==> config.mk <==
export PLATFORM = sky130hd
export DESIGN_NAME = uart_tx_arbiter
export DESIGN_NICKNAME = d
export VERILOG_FILES = /design/src/rtl/uart_pkg.sv /design/src/rtl/uart_rr_pick.sv /design/src/rtl/uart_tx_arbiter.sv
export SDC_FILE = /design/constraint.sdc
export NUM_CORES = 1
export LEC_CHECK = 0
export ABC_AREA = 0
export CORE_MARGIN = 5
export CORE_UTILIZATION = 40
export DETAILED_ROUTE_END_ITERATION = 10
export GPL_ROUTABILITY_DRIVEN = 1
export PLACE_DENSITY = 0.72
export SYNTH_ARGS = -nofsm -noshare
export SYNTH_HDL_FRONTEND = slang
export SYNTH_SLANG_ARGS = --single-unit
export TNS_END_PERCENT = 20
==> constraint.sdc <==
create_clock -name clk -period 2.8 [get_ports clk]
set_input_delay 0.56 -clock clk [delete_from_list [all_inputs] [get_ports clk]]
set_output_delay 0.56 -clock clk [all_outputs]
set_load 0.01 [all_outputs]
==> src/rtl/uart_pkg.sv <==
// Shared UART definitions: byte width and the TX arbiter state encoding.
package uart_pkg;

  localparam int DATA_W = 8;

  typedef enum logic [1:0] {
    ARB_IDLE = 2'd0,
    ARB_LOAD = 2'd1,
    ARB_WAIT = 2'd2
  } arb_state_e;

endpackage

==> src/rtl/uart_rr_pick.sv <==
// Combinational round-robin pick: first set request at or after ptr_i, wrapping at N.
module uart_rr_pick #(
  parameter int N  = 4,
  parameter int IW = $clog2(N)
) (
  input  logic [N-1:0]  req_i,
  input  logic [IW-1:0] ptr_i,
  output logic [N-1:0]  pick_o,
  output logic [IW-1:0] idx_o,
  output logic          valid_o
);

  int slot;

  always_comb begin
    pick_o  = '0;
    idx_o   = '0;
    valid_o = 1'b0;
    slot    = 0;
    for (int off = 0; off < N; off++) begin
      slot = int'(ptr_i) + off;
      if (slot >= N) slot = slot - N;
      if (!valid_o && req_i[slot]) begin
        valid_o      = 1'b1;
        pick_o[slot] = 1'b1;
        idx_o        = IW'(slot);
      end
    end
  end

endmodule

==> src/rtl/uart_tx_arbiter.sv <==
// Round-robin sharing of one UART transmitter among NREQ byte producers,
// one byte per start/done handshake, with bounded lock bursts.
module uart_tx_arbiter
  import uart_pkg::*;
#(
  parameter int NREQ      = 4,
  parameter int MAX_BURST = 16
) (
  input  logic                   clk,
  input  logic                   rstn,
  input  logic [NREQ-1:0]        req_i,
  input  logic [NREQ-1:0]        lock_i,
  input  logic [DATA_W*NREQ-1:0] din_i,
  output logic [NREQ-1:0]        ack_o,
  output logic [NREQ-1:0]        grant_o,
  output logic                   tx_start_o,
  output logic [DATA_W-1:0]      tx_din_o,
  input  logic                   tx_done_tick_i,
  output logic                   busy_o,
  output arb_state_e             state_o
);

  localparam int PW = $clog2(NREQ);
  localparam int BW = $clog2(MAX_BURST + 1);

  arb_state_e        state_q, state_d;
  logic [PW-1:0]     ptr_q, ptr_d;
  logic [PW-1:0]     gidx_q, gidx_d;
  logic [NREQ-1:0]   grant_q, grant_d;
  logic [BW-1:0]     burst_q, burst_d;
  logic [DATA_W-1:0] tx_din_q, tx_din_d;

  logic [NREQ-1:0] pick;
  logic [PW-1:0]   pick_idx;
  logic            pick_valid;
  logic [BW:0]     burst_inc;

  uart_rr_pick #(.N(NREQ), .IW(PW)) u_pick (
    .req_i   (req_i),
    .ptr_i   (ptr_q),
    .pick_o  (pick),
    .idx_o   (pick_idx),
    .valid_o (pick_valid)
  );

  always_ff @(posedge clk or negedge rstn) begin
    if (!rstn) begin
      state_q  <= ARB_IDLE;
      ptr_q    <= '0;
      gidx_q   <= '0;
      grant_q  <= '0;
      burst_q  <= '0;
      tx_din_q <= '0;
    end else begin
      state_q  <= state_d;
      ptr_q    <= ptr_d;
      gidx_q   <= gidx_d;
      grant_q  <= grant_d;
      burst_q  <= burst_d;
      tx_din_q <= tx_din_d;
    end
  end

  always_comb begin
    state_d   = state_q;
    ptr_d     = ptr_q;
    gidx_d    = gidx_q;
    grant_d   = grant_q;
    burst_d   = burst_q;
    tx_din_d  = tx_din_q;
    burst_inc = {1'b0, burst_q} + (BW+1)'(1);
    case (state_q)
      ARB_IDLE: begin
        if (pick_valid) begin
          grant_d  = pick;
          gidx_d   = pick_idx;
          tx_din_d = din_i[DATA_W*pick_idx +: DATA_W];
          burst_d  = '0;
          state_d  = ARB_LOAD;
        end
      end
      ARB_LOAD: state_d = ARB_WAIT;
      ARB_WAIT: begin
        // Only the owner's req/lock matter; everyone else waits for IDLE.
        if (tx_done_tick_i) begin
          burst_d = burst_inc[BW-1:0];
          if (lock_i[gidx_q] && req_i[gidx_q] && (burst_inc < (BW+1)'(MAX_BURST))) begin
            tx_din_d = din_i[DATA_W*gidx_q +: DATA_W];
            state_d  = ARB_LOAD;
          end else begin
            ptr_d   = (gidx_q == PW'(NREQ - 1)) ? '0 : gidx_q + PW'(1);
            grant_d = '0;
            state_d = ARB_IDLE;
          end
        end
      end
      default: state_d = ARB_IDLE;
    endcase
  end

  // Handshake: tx_start and ack[g] pulse together for the single LOAD cycle;
  // tx_din and grant stay stable from capture until the next load or release.
  assign tx_start_o = (state_q == ARB_LOAD);
  assign ack_o      = tx_start_o ? grant_q : '0;
  assign grant_o    = grant_q;
  assign tx_din_o   = tx_din_q;
  assign busy_o     = (state_q != ARB_IDLE);
  assign state_o    = state_q;

endmodule

# --- Yosys cells after proc, flatten, opt, wreduce, memory -nomap -nowiden ---
# Index checks and enable logic that the tools add are counted.
classes:
  add_sub_neg: 9
  n_lt_le_gt_ge: 14
  n_eq_ne: 7
  n_shift: 2
  n_mux: 57
  n_bitwise: 4
  reduce_logical: 21
op_table:
  columns: ["operator", "n"]
  rows:
  - ["$ge 32x1->1 const B", 4]
  - ["$lt 32x4->1 const B", 4]
  - ["$mux 32", 4]
  - ["$ge 32x4->1 const B", 3]
  - ["$sub 32x4->32 const B", 3]
  - ["$shiftx 32x6->8", 2]
  - ["$mux 4", 8]
  - ["$mux 8", 3]
  - ["$mux 1", 19]
  - ["$pmux 8 s2", 1]
  - ["$mux 2", 7]
  - ["$bmux 1 s2", 6]
  - ["$or 4x4->4", 3]
  - ["$mux 5", 2]
  - ["$pmux 5 s2", 1]
  - ["$logic_and 1x1->1", 9]
  - ["$demux 1 s2", 4]
  - ["$ne 2x2->1 const B", 4]
  - ["$pmux 4 s2", 1]
  - ["$reduce_and 4->1", 2]
  - ["$add 2x2->3 const B", 2]
  - ["$add 5x1->6 const B", 1]
  - ["$lt 6x5->1 const B", 1]
  - ["$pmux 2 s3", 1]
  - ["13 further kinds", 19]
word_totals:
  ff_bits: 23
  input_bits: 43
  out_inout_bits: 20
  elab_cells: 120

# --- Longest topological paths before layout ---
# Gate-level depths: netlist of the first run.
logic_depth:
  word_depth: 18
  ltp_mapped: 9
  depth_no_buf: 8

# --- By module ---
# From an unflattened synthesis of the first run, not the netlist that was laid out.
unflattened:
  hier_cells: 146
  area_unflattened_um2: 1740.4
by_module_without_submodules:
  columns: ["mod", "n_inst", "cells_per_inst", "area_per_inst_um2", "seq_area_each_um2"]
  rows:
  - ["uart_tx_arbiter", 1, 98, 1280.0, 575.6]
  - ["uart_rr_pick", 1, 48, 460.4, 0.0]

# --- Least setup slack after synthesis of the first run ---
# OpenSTA, ideal clock, no wires.
synth_timing:
  path_kind: "register to register"
  start: "register ptr_q[0]"
  end: "register tx_din_q[6], in the netlist tx_din_o[6]"
  setup_ns: 0.075
  arrival_time_ns: 2.484
  required_ns: 2.725
  path_slack_ns: 0.241
  path_stages_with_launch: 10
  n_path_buf: 1
  period_less_slack_ns: 2.559
  cell_sequence: "dfrtp_1 > inv_1 > ha_1 > a21bo_1 > a221oi_2 > o41ai_4 > buf_6 > mux2i_1 > mux2_4 > o21ai_2"
synth_via:
  elab_chain_cells: 18
  elab_cells_between_ends: 46
  classes_between: "add/sub (7); order compare (4); eq/ne (1); shift (1); mux (26); reduce/logical (7)"
synth_lines:
  columns: ["item", "line_no", "text"]
  rows:
  - ["start, declared", "uart_tx_arbiter.sv:27", "logic [PW-1:0] ptr_q, ptr_d;"]
  - ["start signal, assigned", "uart_tx_arbiter.sv:56", "ptr_q <= ptr_d;"]
  - ["parallel branches: the longest is 18 deep, another holds $sub 32x4->32", null, null]
  - ["end signal, assigned", "uart_tx_arbiter.sv:60", "tx_din_q <= tx_din_d;"]
  - ["end, declared", "uart_tx_arbiter.sv:31", "logic [DATA_W-1:0] tx_din_q, tx_din_d;"]
# Several ways; the timed one is not identified. The select of a mux whose other input is x is not followed.
# A chain may end at the register's enable or synchronous reset.

# --- Worst setup path after layout of the first run ---
layout_timing:
  start: "input req_i[0]"
  end: "register tx_din_q[6], in the netlist tx_din_o[6]"
layout_via:
  elab_chain_cells: 16
  elab_cells_between_ends: 36
  classes_between: "eq/ne (2); shift (1); mux (24); reduce/logical (9)"
layout_lines:
  columns: ["item", "line_no", "text"]
  rows:
  - ["start, declared", "uart_tx_arbiter.sv:11", "input logic [NREQ-1:0] req_i,"]
  - ["$bmux 1 s2", "uart_rr_pick.sv:23", "if (!valid_o && req_i[slot]) begin"]
  - ["$mux 1 (not written as such) (2 in series)", "uart_rr_pick.sv:23", null]
  - ["$mux 1", "uart_rr_pick.sv:23", null]
  - ["$logic_not 1->1", "uart_rr_pick.sv:23", null]
  - ["$logic_and 1x1->1", "uart_rr_pick.sv:23", null]
  - ["$mux 1", "uart_rr_pick.sv:23", null]
  - ["$logic_not 1->1", "uart_rr_pick.sv:23", null]
  - ["$logic_and 1x1->1", "uart_rr_pick.sv:23", null]
  - ["$mux 1", "uart_rr_pick.sv:23", null]
  - ["$logic_not 1->1", "uart_rr_pick.sv:23", null]
  - ["$logic_and 1x1->1", "uart_rr_pick.sv:23", null]
  - ["$mux 2", "uart_rr_pick.sv:23", null]
  - ["$shiftx 32x6->8", "uart_tx_arbiter.sv:77", "tx_din_d = din_i[DATA_W*pick_idx +: DATA_W];"]
  - ["$mux 8", "uart_tx_arbiter.sv:74", "if (pick_valid) begin"]
  - ["$pmux 8 s2", "uart_tx_arbiter.sv:72", "case (state_q)"]
# Parallel ways exist; a longest one is shown, timed or not. The select of a mux whose other input is x is not followed.

==> impl_metrics.tcl, run 1 <==
set metrics [dict create \
    drive_above_1_share_pct 19.8 \
    netlist_instances 194 \
    finalSetupViolations 0 \
    globalplace.congestion 0.796 \
    cts_setup_buffers 0 \
    nFillCells 384 \
    drc_errors 0 \
    path_max_fanout 10 \
    synth_fp_nets 243 \
    cp-start-kind "input pin" \
    drt_iter0_markers 116 \
    hold_buffers 0 \
    postSynthAreaPerCell_um2 9.61 \
    synth_warnings 0 \
    min_path_type "reg -> reg" \
    grt_overflow 0 \
    dr_total_vias 1735 \
    critPathCaptureType "flip-flop" \
    max_cap_violations 0 \
    hold_depth 2 \
    dieArea_um2 6130 \
    ys_types 47 \
    critPathRequiredTime_ns 3.00 \
    initial_utilization_pct 41.9 \
    yosysSeqAreaShare_pct 30.9 \
    regArea_um2 576 \
    clk_pin_slew_ns 0.08 \
    synth_ff_type "dfrtp_1" \
    core_um2 4440 \
    fmax_mhz 390 \
    routed_wl_um 4630 \
    slew_headroom_pct 56.8 \
    synth_edf_count 0 \
    die_h_um 78.3 \
    finalMaxSlewViolations 0 \
    cts_tree "built" \
    layout_common_cells "clkdlybuf4s50_1, nand2_1, dfrtp_1" \
    cts_made_buffers 3 \
    synth-seq-cells 23 \
    post_cts_resized 0 \
    area_growth_pct 44.8 \
    n_antenna_cell 0 \
    regToRegSetupSlack_ns 0.43 \
    status "completed" \
    ant_nets 0 \
    clock-skew-final_ns 0.00416 \
    root_buffer "clkbuf_8" \
    arrival_ns 2.76 \
    grt_pass1_wl_um 7850 \
    antenna_found_initial 0 \
    cts_buffer_depth 2 \
    final_cells 320 \
    worst_ir_drop_vdd_mv 0.514 \
    grt_pass1_vias 1749 \
    period_needed_ns 2.56 \
    r2r-start "ptr_q[1]" \
    io_buffers 62 \
    drt_first_pass_iters 4 \
    rr_endpoint "tx_din_o[6]" \
    powerDensity_nw_per_um2 1040 \
    cts_max_level 1 \
    layout_commonest_cell "clkdlybuf4s50_1" \
    multiInputGateArea_um2 1170 \
    synth_area_um2 1860 \
    routed_via_density 5.42 \
    timing_worst_slew_pin_value_ns 0.647 \
    crit_type "in -> reg" \
    async_flop_share_pct 100 \
    p_leak_nw 1.16 \
    fin_area_um2 2700 \
    min_from "tx_din_o[0]" \
    timing.final.crit_share_pct 91.5 \
    insertion_delay_ns 0.26 \
    nNetsFinal 318 \
    cts.sinks 23 \
    fin_util_pct 60.8 \
    final_hold_viol_count 0 \
    rsz0062_at_grt "no" \
    post-place-cells 316 \
    grt_max_degree 24 \
    post_dp_cell_area_um2 2650 \
    critPathLaunch "req_i[0]" \
    grt_usage_pct 15.6 \
    r2r_cells 7 \
    whs_endpoint "tx_din_o[0]" \
    wl_per_cell_um 14.5 \
    die_x_um 78.3 \
    post-dp-hpwl_um 3670 \
    rows 24 \
    pin_count 63 \
]
synthesized netlist by cell type, drive strengths merged (4+ instances only):
library cell	n	area share, %
nand3	7	1.9
o21ai	13	5.1
a221oi	5	2.7
nand2	25	5.0
nor3	5	1.3
and2	4	1.3
mux4	4	4.8
mux2	9	7.0
o22ai	4	1.3
inv	14	2.8
ha	6	4.0
mux2i	16	8.6
clkbuf	4	0.87
nor2	6	1.3
a21oi	10	2.9
dfrtp	23	31
buf	7	2.6
critical path, stage by stage:
cell and delay (ns):
clkdlybuf4s50_1 0.66, inv_1 0.08, mux4_2 0.49, a21oi_2 0.25
o311ai_4 0.23, mux2_4 0.36, o21ai_2 0.11
where the power goes:
| part | leakage (nW) | total [mW] | internal (mW) | switching, mW |
|---|---|---|---|---|
| sequential | 0.295 | 0.579 | 0.465 | 0.114 |
| clock | 0.0255 | 0.204 | 0.0993 | 0.105 |
| combinational | 0.844 | 2.02 | 1.08 | 0.938 |
| total | 1.16 | 2.80 | 1.65 | 1.16 |
how the worst max path moves through the flow:
stage	slack, ns	cells past startpoint	endpoint
floorplan	0.24	9	tx_din_o[6]
global placement	0.0001	7	tx_din_o[7]
detailed placement	-0.04	7	tx_din_o[6]
CTS	0.24	7	tx_din_o[6]
global route	0.07	7	tx_din_o[6]
finish	0.24	7	tx_din_o[6]
through the flow:
step / worst slack, ns / setup TNS [ns] / hold WS [ns] / power [mW]
5_1_grt: 0.0699 / 0 / 0.499 / 3.04
3_3_place_gp: 0.000111 / 0 / 0.461 / 2.58
3_5_place_dp: -0.0426 / -0.256 / 0.466 / 2.62
6_report: 0.239 / 0 / 0.479 / 2.80
2_1_floorplan: 0.241 / 0 / 0.264 / 1.93
4_1_cts: 0.237 / 0 / 0.484 / 2.83
metal layers:
metal,track usage [%],vias to the layer above,part of all wire (%)
li1,-,864,-
met5,0,-,0
met1,18.1,778,40
met2,26.6,86,48
met3,5.49,7,11
met4,5.42,0,1.4
final cells by class:
| type | count | area share [%] |
|---|---|---|
| clock buffers | 3 | 1.53 |
| inverters | 14 | 1.95 |
| clock inverters | 1 | 0.185 |
| multi-input cells | 146 | 43.4 |
| repair buffers | 81 | 29.2 |
| well taps | 52 | 2.41 |
| flip-flops and latches | 23 | 21.3 |
registers in the layout, summed over array words and instances, names as in the netlist:
signal	cells
burst_q	5
grant_o	4
ptr_q	2
state_o	2
gidx_q	2
tx_din_o	8
kinds of logic (layout without fill, tap and decap cells):
| family | after synthesis | in the layout | synth area share, % |
|---|---|---|---|
| and+or+nand+nor | 57 | 57 | 14.4 |
| AOI/OAI and AO/OA | 54 | 54 | 24.0 |
| muxes | 29 | 29 | 20.5 |
| buffers and inverters | 25 | 99 | 6.24 |
| DFF | 23 | 23 | 30.9 |
| adders and majority gates | 6 | 6 | 4.03 |
No activity file was read; power rests on OpenSTA's default activity.
==> run 2, diff against run 1 <==
- CTS_CLUSTER_SIZE: default -> 14
- PLACE_DENSITY: 0.72 -> 0.73
- SYNTH_HIERARCHICAL: default -> 1
==> run 2 against run 1 <==
Register-to-register slack lost 0.41 ns. Cell count shrank 12%. Via count fell by 13%. Die area down 5.8%. First-iteration DRC count decreased by 19%. Worst hold slack improved by 0.015 ns. Critical path type is now reg -> reg. Final area down 2.1%. Non-clock buffer count increased by 6. Synthesized area fell by 6.6%. Largest power group unchanged.
==> impl_metrics.tcl, run 2 <==
set metrics [dict create \
    status "completed" \
    synth_ff_type "dfrtp_1" \
    post_dp_cell_area_um2 2570 \
    p_leak_nw 1.11 \
    postSynthAreaPerCell_um2 11.9 \
    io_buffers 62 \
    finalMaxSlewViolations 0 \
    pwr-share-comb_pct 73.7 \
    cp_common_cell "mux4_2" \
    critPathCaptureType "flip-flop" \
    synthTopCellsByCount "dfrtp_1, mux2_2, o21ai_0" \
    insertion_delay_ns 0.27 \
    fmax_mhz 360 \
    layout_commonest_cell "clkdlybuf4s50_1" \
    critPathLaunch "ptr_q[0]" \
    cts.sinks 23 \
    r2r_cells 10 \
    synth-seq-cells 23 \
    routed_wl_um 4580 \
    clk_pin_slew_ns 0.09 \
    largest_reg_flops 8 \
    clock-skew-final_ns 0.00277 \
    rsz0062_at_grt "yes" \
    pin_count 63 \
    netlist_instances 146 \
    grt_pass1_vias 1502 \
    async_flop_share_pct 100 \
    clkPwrFrac_pct 6.8 \
    cts_buffer_depth 2 \
    max_cap_violations 0 \
    post-dp-hpwl_um 3680 \
    cp-start-kind "flip-flop" \
    post-place-cells 276 \
    hold_buffers 0 \
    synth_top_area_share_pct 33.1 \
    drive_above_1_share_pct 32.5 \
    die_x_um 76.0 \
    worst_ir_drop_vdd_mv 0.599 \
    final_cells 283 \
    intPower_mw 1.96 \
    synth_area_um2 1740 \
    critPathRequiredTime_ns 2.96 \
    cp_num_buf_inv 2 \
    design_power_total_mw 3.16 \
    cts_tree "built" \
    area_growth_pct 51.9 \
    die_h_um 76.0 \
    dieArea_um2 5770 \
    initial_utilization_pct 40.5 \
    ys_types 39 \
    worstPathCellList "inv_2, ha_4, mux4_2, and2b_2, o21ai_2, o31ai_2, mux2i_4, buf_12, mux4_2, mux2_2" \
    drt_iter0_markers 94 \
    timing.final.crit_share_pct 99.3 \
    path_depth 10 \
    synth_edf_count 0 \
    arrival_ns 2.94 \
    drc_errors 0 \
    globalplace.congestion 0.783 \
    p_switching_mw 1.21 \
    final_hold_viol_count 0 \
    grt_max_degree 24 \
    crit_path_top_delay_cell "mux4_2" \
    nFillCells 348 \
    ys_top_cells_by_area "dfrtp_1, mux4_1, mux2_2, ha_1, o21ai_0" \
    yosysSeqAreaShare_pct 33.1 \
    slew_headroom_pct 69.1 \
    yosysMostFrequentCell "dfrtp_1" \
    fin_area_um2 2640 \
    p_seq_share_pct 19.5 \
    crit_type "reg -> reg" \
    setup_ws_ns 0.0192 \
    path_max_fanout 6 \
    nNetsFinal 285 \
    period_needed_ns 2.78 \
    synth_fp_nets 199 \
    min_path_type "reg -> reg" \
    dr_total_vias 1517 \
    wl_per_cell_um 16.2 \
    yosys.area.top_type "dfrtp_1" \
    ant_nets 0 \
    cts_made_buffers 3 \
    grt_overflow 0 \
    fin_util_pct 61.6 \
    cp_top_family "multiplexers" \
    swShare_pct 38.1 \
    cts_max_level 1 \
    core_um2 4290 \
    drt_first_pass_iters 4 \
    synth_warnings 6 \
    multiInputGateArea_um2 1100 \
    antenna_found_initial 0 \
    r2r-start "ptr_q[0]" \
    root_buffer "clkbuf_8" \
    hold_depth 1 \
    regArea_um2 578 \
    grt_usage_pct 15.9 \
    rows 24 \
    timing_worst_slew_pin_value_ns 0.461 \
    n_antenna_cell 0 \
    grt_pass1_wl_um 7530 \
    min_from "burst_q[3]" \
    slowest_delay_ns 0.49 \
    layout_common_cells "clkdlybuf4s50_1, dfrtp_1, buf_4" \
    routed_via_density 5.36 \
    finalSetupViolations 0 \
    powerDensity_nw_per_um2 1200 \
    pre_cts_slack_ns -0.671 \
]
## run 2: final timing paths
path                                    end  slack (ns)
worst max-delay path            tx_din_o[6]        0.02
worst min register to register   burst_q[3]        0.49
worst min-delay path             burst_q[3]        0.49
worst max register to register  tx_din_o[6]        0.02
max in group asynchronous          ptr_q[1]        1.91
min in group asynchronous        burst_q[0]        0.64
## run 2: per-stage QoR
stage / hold slack [ns] / setup TNS (ns)
after floorplan: 0.264 / -1.37
after global placement: 0.475 / -10.25
after detailed placement: 0.475 / -10.71
after CTS: 0.490 / 0
after global routing: 0.517 / -0.620
final: 0.494 / 0
## run 2: timing repair
action                     in CTS  in global routing
pin swaps                       2                  2
resized for setup              16                  7
setup buffers                   3                  0
setup endpoints to repair      20                 10
## run 2: logic make-up (layout without fill, tap and decap cells)
family	count (synthesis)	after routing	share of synthesized area (%)
adder cells (fa/ha/maj)	10	10	7.19
AO/OA/AOI/OAI	36	36	14.2
flip-flops	23	23	33.1
buffers and inverters	12	97	4.03
XOR/XNOR	1	1	0.503
AND/OR/NAND/NOR	34	34	11.0
multiplexers	30	30	30.0
## run 2: cell type report
type | count | area share (%)
multi-input combinational | 111 | 41.7
timing repair buffer | 87 | 31.4
sequential | 23 | 21.9
clock buffer | 3 | 1.56
inverter | 6 | 0.852
clock inverter | 1 | 0.189
tap | 52 | 2.46
## run 2: power groups by stage
| stage | sequential (mW) | combinational (mW) | clock [mW] |
|---|---|---|---|
| 4_1_cts | 0.618 | 2.33 | 0.221 |
| 5_1_grt | 0.641 | 2.53 | 0.230 |
| 3_3_place_gp | 0.615 | 2.14 | 0 |
| 2_1_floorplan | 0.642 | 1.35 | 0 |
| 6_report | 0.618 | 2.33 | 0.214 |
| 3_5_place_dp | 0.620 | 2.20 | 0 |
## run 2: worst reg2reg max path: stages, from the launching register on
cell and delay, ns:
dfrtp_2 0.46, inv_2 0.09, ha_4 0.21, mux4_2 0.33
and2b_2 0.25, o21ai_2 0.12, o31ai_2 0.10, mux2i_4 0.20
buf_12 0.16, mux4_2 0.49, mux2_2 0.27
## run 2: metal layers
metal | share of wire [%] | track usage (%) | up-vias | wire length [um]
li1 | - | - | 729 | -
met3 | 4.1 | 1.18 | 4 | 189
met1 | 43 | 20.7 | 740 | 1980
met4 | 0.61 | 5.34 | 0 | 28
met5 | 0 | 0 | - | 0
met2 | 52 | 27.6 | 44 | 2380
==> run 3, diff against run 2 <==
- ABC_CLOCK_PERIOD_IN_PS: default -> 2800
==> results of run 3 <==
Final layout, timing and power as in run 2 (identical DEF).
==> variant 1: new RTL, flow settings as in run 3 <==
Change the parameter `NREQ` from 4 to 8.
--- a/src/rtl/uart_tx_arbiter.sv
+++ b/src/rtl/uart_tx_arbiter.sv
@@ -3,7 +3,7 @@
 module uart_tx_arbiter
   import uart_pkg::*;
 #(
-  parameter int NREQ      = 4,
+  parameter int NREQ      = 8,
   parameter int MAX_BURST = 16
 ) (
   input  logic                   clk,
Ports: changed (5 resized); port bits go from 63 to 111. No check against the original RTL was run, so the function may have changed too.
==> variant 1 against run 3 <==
- the run now ends with negative setup slack left
- clock skew up 0.0036 ns
- die area up 87%
- count of clock-buffer cells in the layout up 4
- critical path depth up 3
- global-route usage up 5.7 points
- cell area up 120%
- sequential cell count up 6
- sequential power up 29%
- routed wire length rose to 2.7 times the old value
- setup slack worse by 0.98 ns
- via count rose to 2.6 times the old value
- area after synthesis up 100%
- power rose to 2.8 times the old value
- clock power up 110%
==> variant 1: results <==
status:
  status: "complete, but fails checks"
  failed_checks: "negative setup slack"
critical_path:
  worst_ep_arrival_time_ns: 3.92
  critPathMaxFanout: 4
  rr_worst_depth: 13
  slowest_delay_ns: 0.55
synthesis:
  synth_xor_area_share_pct: 1.25
  synth_area_leaders: "dfrtp_1 21%, mux2i_1 8.0%, mux4_2 7.7%"
  synth.net_count: 511
  synthAdderAreaFrac_pct: 3.91
  synthMuxAreaShare_pct: 21.6
  ys_seq_area_share_pct: 20.6
  synth_compound_area_share_pct: 25.3
  synth_top_area_share_pct: 20.6
  yosys-top-cells-count: "63 x nand2_1, 32 x a21oi_1, 29 x dfrtp_1"
  synthDistinctLibCells: 67
worst_hold_path:
  min_from: "grant_o[1]$_DFFE_PN0P_"
  min_to: "grant_o[1]$_DFFE_PN0P_"
sta:
  setup_slack_ns: -0.956
  setup_viol_count_final: 25
place:
  gp_congestion: 0.896
  post-dp-hpwl_um: 9900
  dpl-instance-area_um2: 5330
global_route:
  grt_start_max_net_pins: 30
  grt_pass1_wl_um: 19500
route:
  dr_total_vias: 3977
  initialDrtViolationCount: 243
pwr:
  leakage_nw: 2.37
  switching_share_pct: 47.2
  ir_drop_mv: 1.07
clocking:
  numCtsBuffers: 5
finish:
  drive_gt1_share_pct: 29.8
  nets: 690
-- variant 1: cell count changes in the layout (fill, tap and decap cells not counted), sizes merged, moves of 10 or more --
cell	before	now
buf	26	89
mux2i	4	29
nor3	1	11
a221oi	0	10
a21oi	1	33
clkdlybuf4s50	58	102
nand2	8	63
nor2	7	25
inv	6	20
-- variant 1: stage by stage --
step / std cells / worst slack [ns]
5_1_grt: 705 / -1.08
3_5_place_dp: 689 / -1.35
3_3_place_gp: 689 / -1.25
6_report: 705 / -0.956
2_1_floorplan: 417 / -1.20
4_1_cts: 700 / -0.878
-- variant 1: how the worst max path moves through the flow --
stage,start,cells after the start,end
floorplan,ptr_q[0]$_DFFE_PN0P_,19,tx_din_o[6]$_DFFE_PN0P_
global placement,req_i[0],12,tx_din_o[6]$_DFFE_PN0P_
detailed placement,req_i[0],12,tx_din_o[6]$_DFFE_PN0P_
CTS,ptr_q[0]$_DFFE_PN0P_,13,tx_din_o[6]$_DFFE_PN0P_
finish,ptr_q[0]$_DFFE_PN0P_,13,tx_din_o[6]$_DFFE_PN0P_
global route,ptr_q[0]$_DFFE_PN0P_,17,tx_din_o[3]$_DFFE_PN0P_
-- variant 1: cell families (layout without fill, tap and decap cells) --
group                    count (synthesis)  count (layout)
adder cells (fa/ha/maj)                 11              11
AO/OA/AOI/OAI                          124             124
flip-flops                              29              29
multiplexers                            56              56
XOR/XNOR                                 5               5
buffers and inverters                   48             228
AND/OR/NAND/NOR                        144             144
-- variant 1: final cells by class --
class,count,area [um^2]
Clock buffer,7,86.3
Inverter,20,75.1
Tap cell,108,135
Clock inverter,1,30.0
Timing Repair Buffer,200,1870
Fill cell,718,2930
Multi-Input combinational cell,340,2780
Sequential cell,29,726
-- variant 1: power groups by stage --
stage	Combinational, W	Clock, W	Sequential [W]
global route	0.00828	0.000476	0.000830
global placement	0.00668	0	0.000787
finish	0.00768	0.000446	0.000797
floorplan	0.00454	0	0.000790
CTS	0.00699	0.000454	0.000792
detailed placement	0.00680	0	0.000794
-- variant 1: layer usage --
metal	share of wire [%]	GRT usage [%]	vias up
li1	-	-	1923
met1	43	27.3	1940
met2	51	37.7	96
met3	3.7	3.61	18
met4	1.4	6.01	0
met5	0	0	-
-- variant 1: what timing repair did --
item                       4_1_cts  5_1_grt
setup endpoints to repair       25       25
resized for setup               30       27
cloned                           0        1
pin swaps                        1        9
setup buffers                    4        4
==> variant 2: new RTL, settings of run 3 <==
Made on the original files. Reset style: synchronous (`rstn`), changed in one clocked block.
--- a/src/rtl/uart_tx_arbiter.sv
+++ b/src/rtl/uart_tx_arbiter.sv
@@ -43,7 +43,7 @@
     .valid_o (pick_valid)
   );
 
-  always_ff @(posedge clk or negedge rstn) begin
+  always_ff @(posedge clk) begin
     if (!rstn) begin
       state_q  <= ARB_IDLE;
       ptr_q    <= '0;
Function: differs if rstn is asserted again (counterexample within 4 cycles, from zero or initial values and one cycle with rstn low); with rstn held inactive, the same outputs for 10 cycles.
==> variant 2 against run 3 <==
- cell area is 9.0% higher
- via count grew 23%
- synthesized cell count up 43%
- setup slack worse by 0.0077 ns
- routed wire length rose by 9.6%
- non-clock buffer count increased by 5
- critical path depth unchanged
- highest routed layer unchanged
- area after synthesis increased by 9.3%
- utilization grew 0.28 points
- first-iteration DRC count shrank 2.1%
- die area rose by 8.0%
- sequential cell count unchanged
Power is not compared: it rests on default switching activity, and its combinational part moved more than twofold at a synthesized area within 25%.
==> variant 2: results <==
critical_path:
  cp_slowest_cell: "mux4_2"
  critPathMaxFanout: 6
  worst_ep_arrival_time_ns: 2.94
  slowest_delay_ns: 0.54
synthesis:
  synthArstFlopShare_pct: 0
  yosys-top-cells-count: "23 x dfxtp_1, 23 x nand2_1, 18 x nor2_1"
  synthCells: 209
  dominantRegCellSynth: "dfxtp_1"
  yosysWarnings: 6
  synth_area_leaders: "dfxtp_1 24%, mux2i_1 8.4%, ha_1 6.6%"
  ys_seq_area_share_pct: 24.2
  synthDistinctLibCells: 42
  synth.net_count: 262
global_route:
  grt_antenna_before_repair: 0
  grt_start_max_net_pins: 27
  grt_pass1_vias: 1942
  grt_pass1_wl_um: 8670
  grt.total_usage_pct: 17.1
worst_hold_path:
  hp-class: "reg2reg"
pwr:
  leakage_nw: 1.21
  switchingPower_w: 0.000388
clocking:
  clockBufferDepth: 2
  root_buffer: "clkbuf_8"
  numCtsBuffers: 3
  clk_pin_slew_ns: 0.08
  htreeDepth: 1
  clock_latency_ns: 0.27
finish:
  largest_reg_flops: 8
  fill_cells: 381
  nets: 348
  drive_gt1_share_pct: 25.9
  antenna_cells: 0
route:
  viasPerCell: 5.35
  drt_first_pass_iters: 4
  wirelength_um: 5020
  initialDrtViolationCount: 92
place:
  post-dp-hpwl_um: 3770
  io_buffers: 62
  gp_congestion: 0.899
status:
  status: "completed"
sta:
  clock_skew_ns: 0.00569
  maxSlewHeadroom_pct: 71.1
## variant 2: stage by stage
stage	utilization, %	cells	cell area, um^2	worst slack, ns	hold WS [ns]
finish	61.9	348	2880	0.0114	0.464
global route	61.9	348	2880	-0.108	0.489
CTS	61.6	347	2870	-0.00991	0.469
detailed placement	57.6	336	2690	-0.605	0.455
global placement	57.6	336	2690	-0.500	0.446
floorplan	-	209	1930	-0.0462	0.472
## variant 2: what timing repair did
action                                  CTS  global route
gates resized for setup                  24             3
cloned                                    2             0
pin swaps                                 3             0
endpoints found under the setup margin   16             8
setup buffers                             5             1
## variant 2: per-layer routing
metal	vias up	GRT usage [%]	routed length [um]	part of all wire, %
li1	923	-	-	-
met1	876	19.1	2120	42
met2	52	31.3	2500	50
met3	10	5.10	328	6.5
met4	0	4.47	70	1.4
met5	-	0	0	0
## variant 2: kinds of logic (layout without fill, tap and decap cells)
group                      count (synthesis)  after routing  share of synthesized area [%]
AOI/OAI and AO/OA                         47             47                           17.8
xor gates and xnor gates                   3              3                           1.38
adders and majority gates                 10             10                           6.58
buffers and inverters                     26            111                           9.01
DFF                                       23             23                           24.2
muxes                                     32             32                           22.8
and+or+nand+nor                           68             68                           18.2
## variant 2: cell type report
class	count	area, um^2	share of cell area, %
Multi-Input combinational cell	160	1330	46.1
Timing Repair Buffer	92	913	31.7
Sequential cell	23	468	16.2
Tap cell	54	67.6	2.34
Inverter	15	61.3	2.13
Clock buffer	4	45.0	1.56
## variant 2: power by group through the flow
stage	Sequential, W	Clock, W	Combinational, W
final	0.000400	0.000209	0.000583
after global routing	0.000407	0.000228	0.000632
after CTS	0.000400	0.000215	0.000584
after detailed placement	0.000408	0	0.000526
after global placement	0.000409	0	0.000518
after floorplan	0.000420	0	0.000291
## variant 2: path summary, 6_finish.rpt
| check | startpoint | to | slack (ns) | cells past startpoint |
|---|---|---|---|---|
| setup reg to reg | ptr_q[0]$_SDFFE_PN0P_ | tx_din_o[4]$_SDFFE_PN0P_ | 0.02 | 11 |
| hold reg to reg | tx_din_o[1]$_SDFFE_PN0P_ | tx_din_o[1]$_SDFFE_PN0P_ | 0.46 | 2 |
| hold / removal | tx_din_o[1]$_SDFFE_PN0P_ | tx_din_o[1]$_SDFFE_PN0P_ | 0.46 | 2 |
| setup / recovery | req_i[1] | tx_din_o[4]$_SDFFE_PN0P_ | 0.01 | 10 |
## variant 2: worst max-delay path, delay by kind of cell
kind                   cells  cell delay, ns
buffers and inverters      2            0.39
multiplexers               4            1.18
AO/OA/AOI/OAI              2            0.44
AND/OR/NAND/NOR            2            0.37
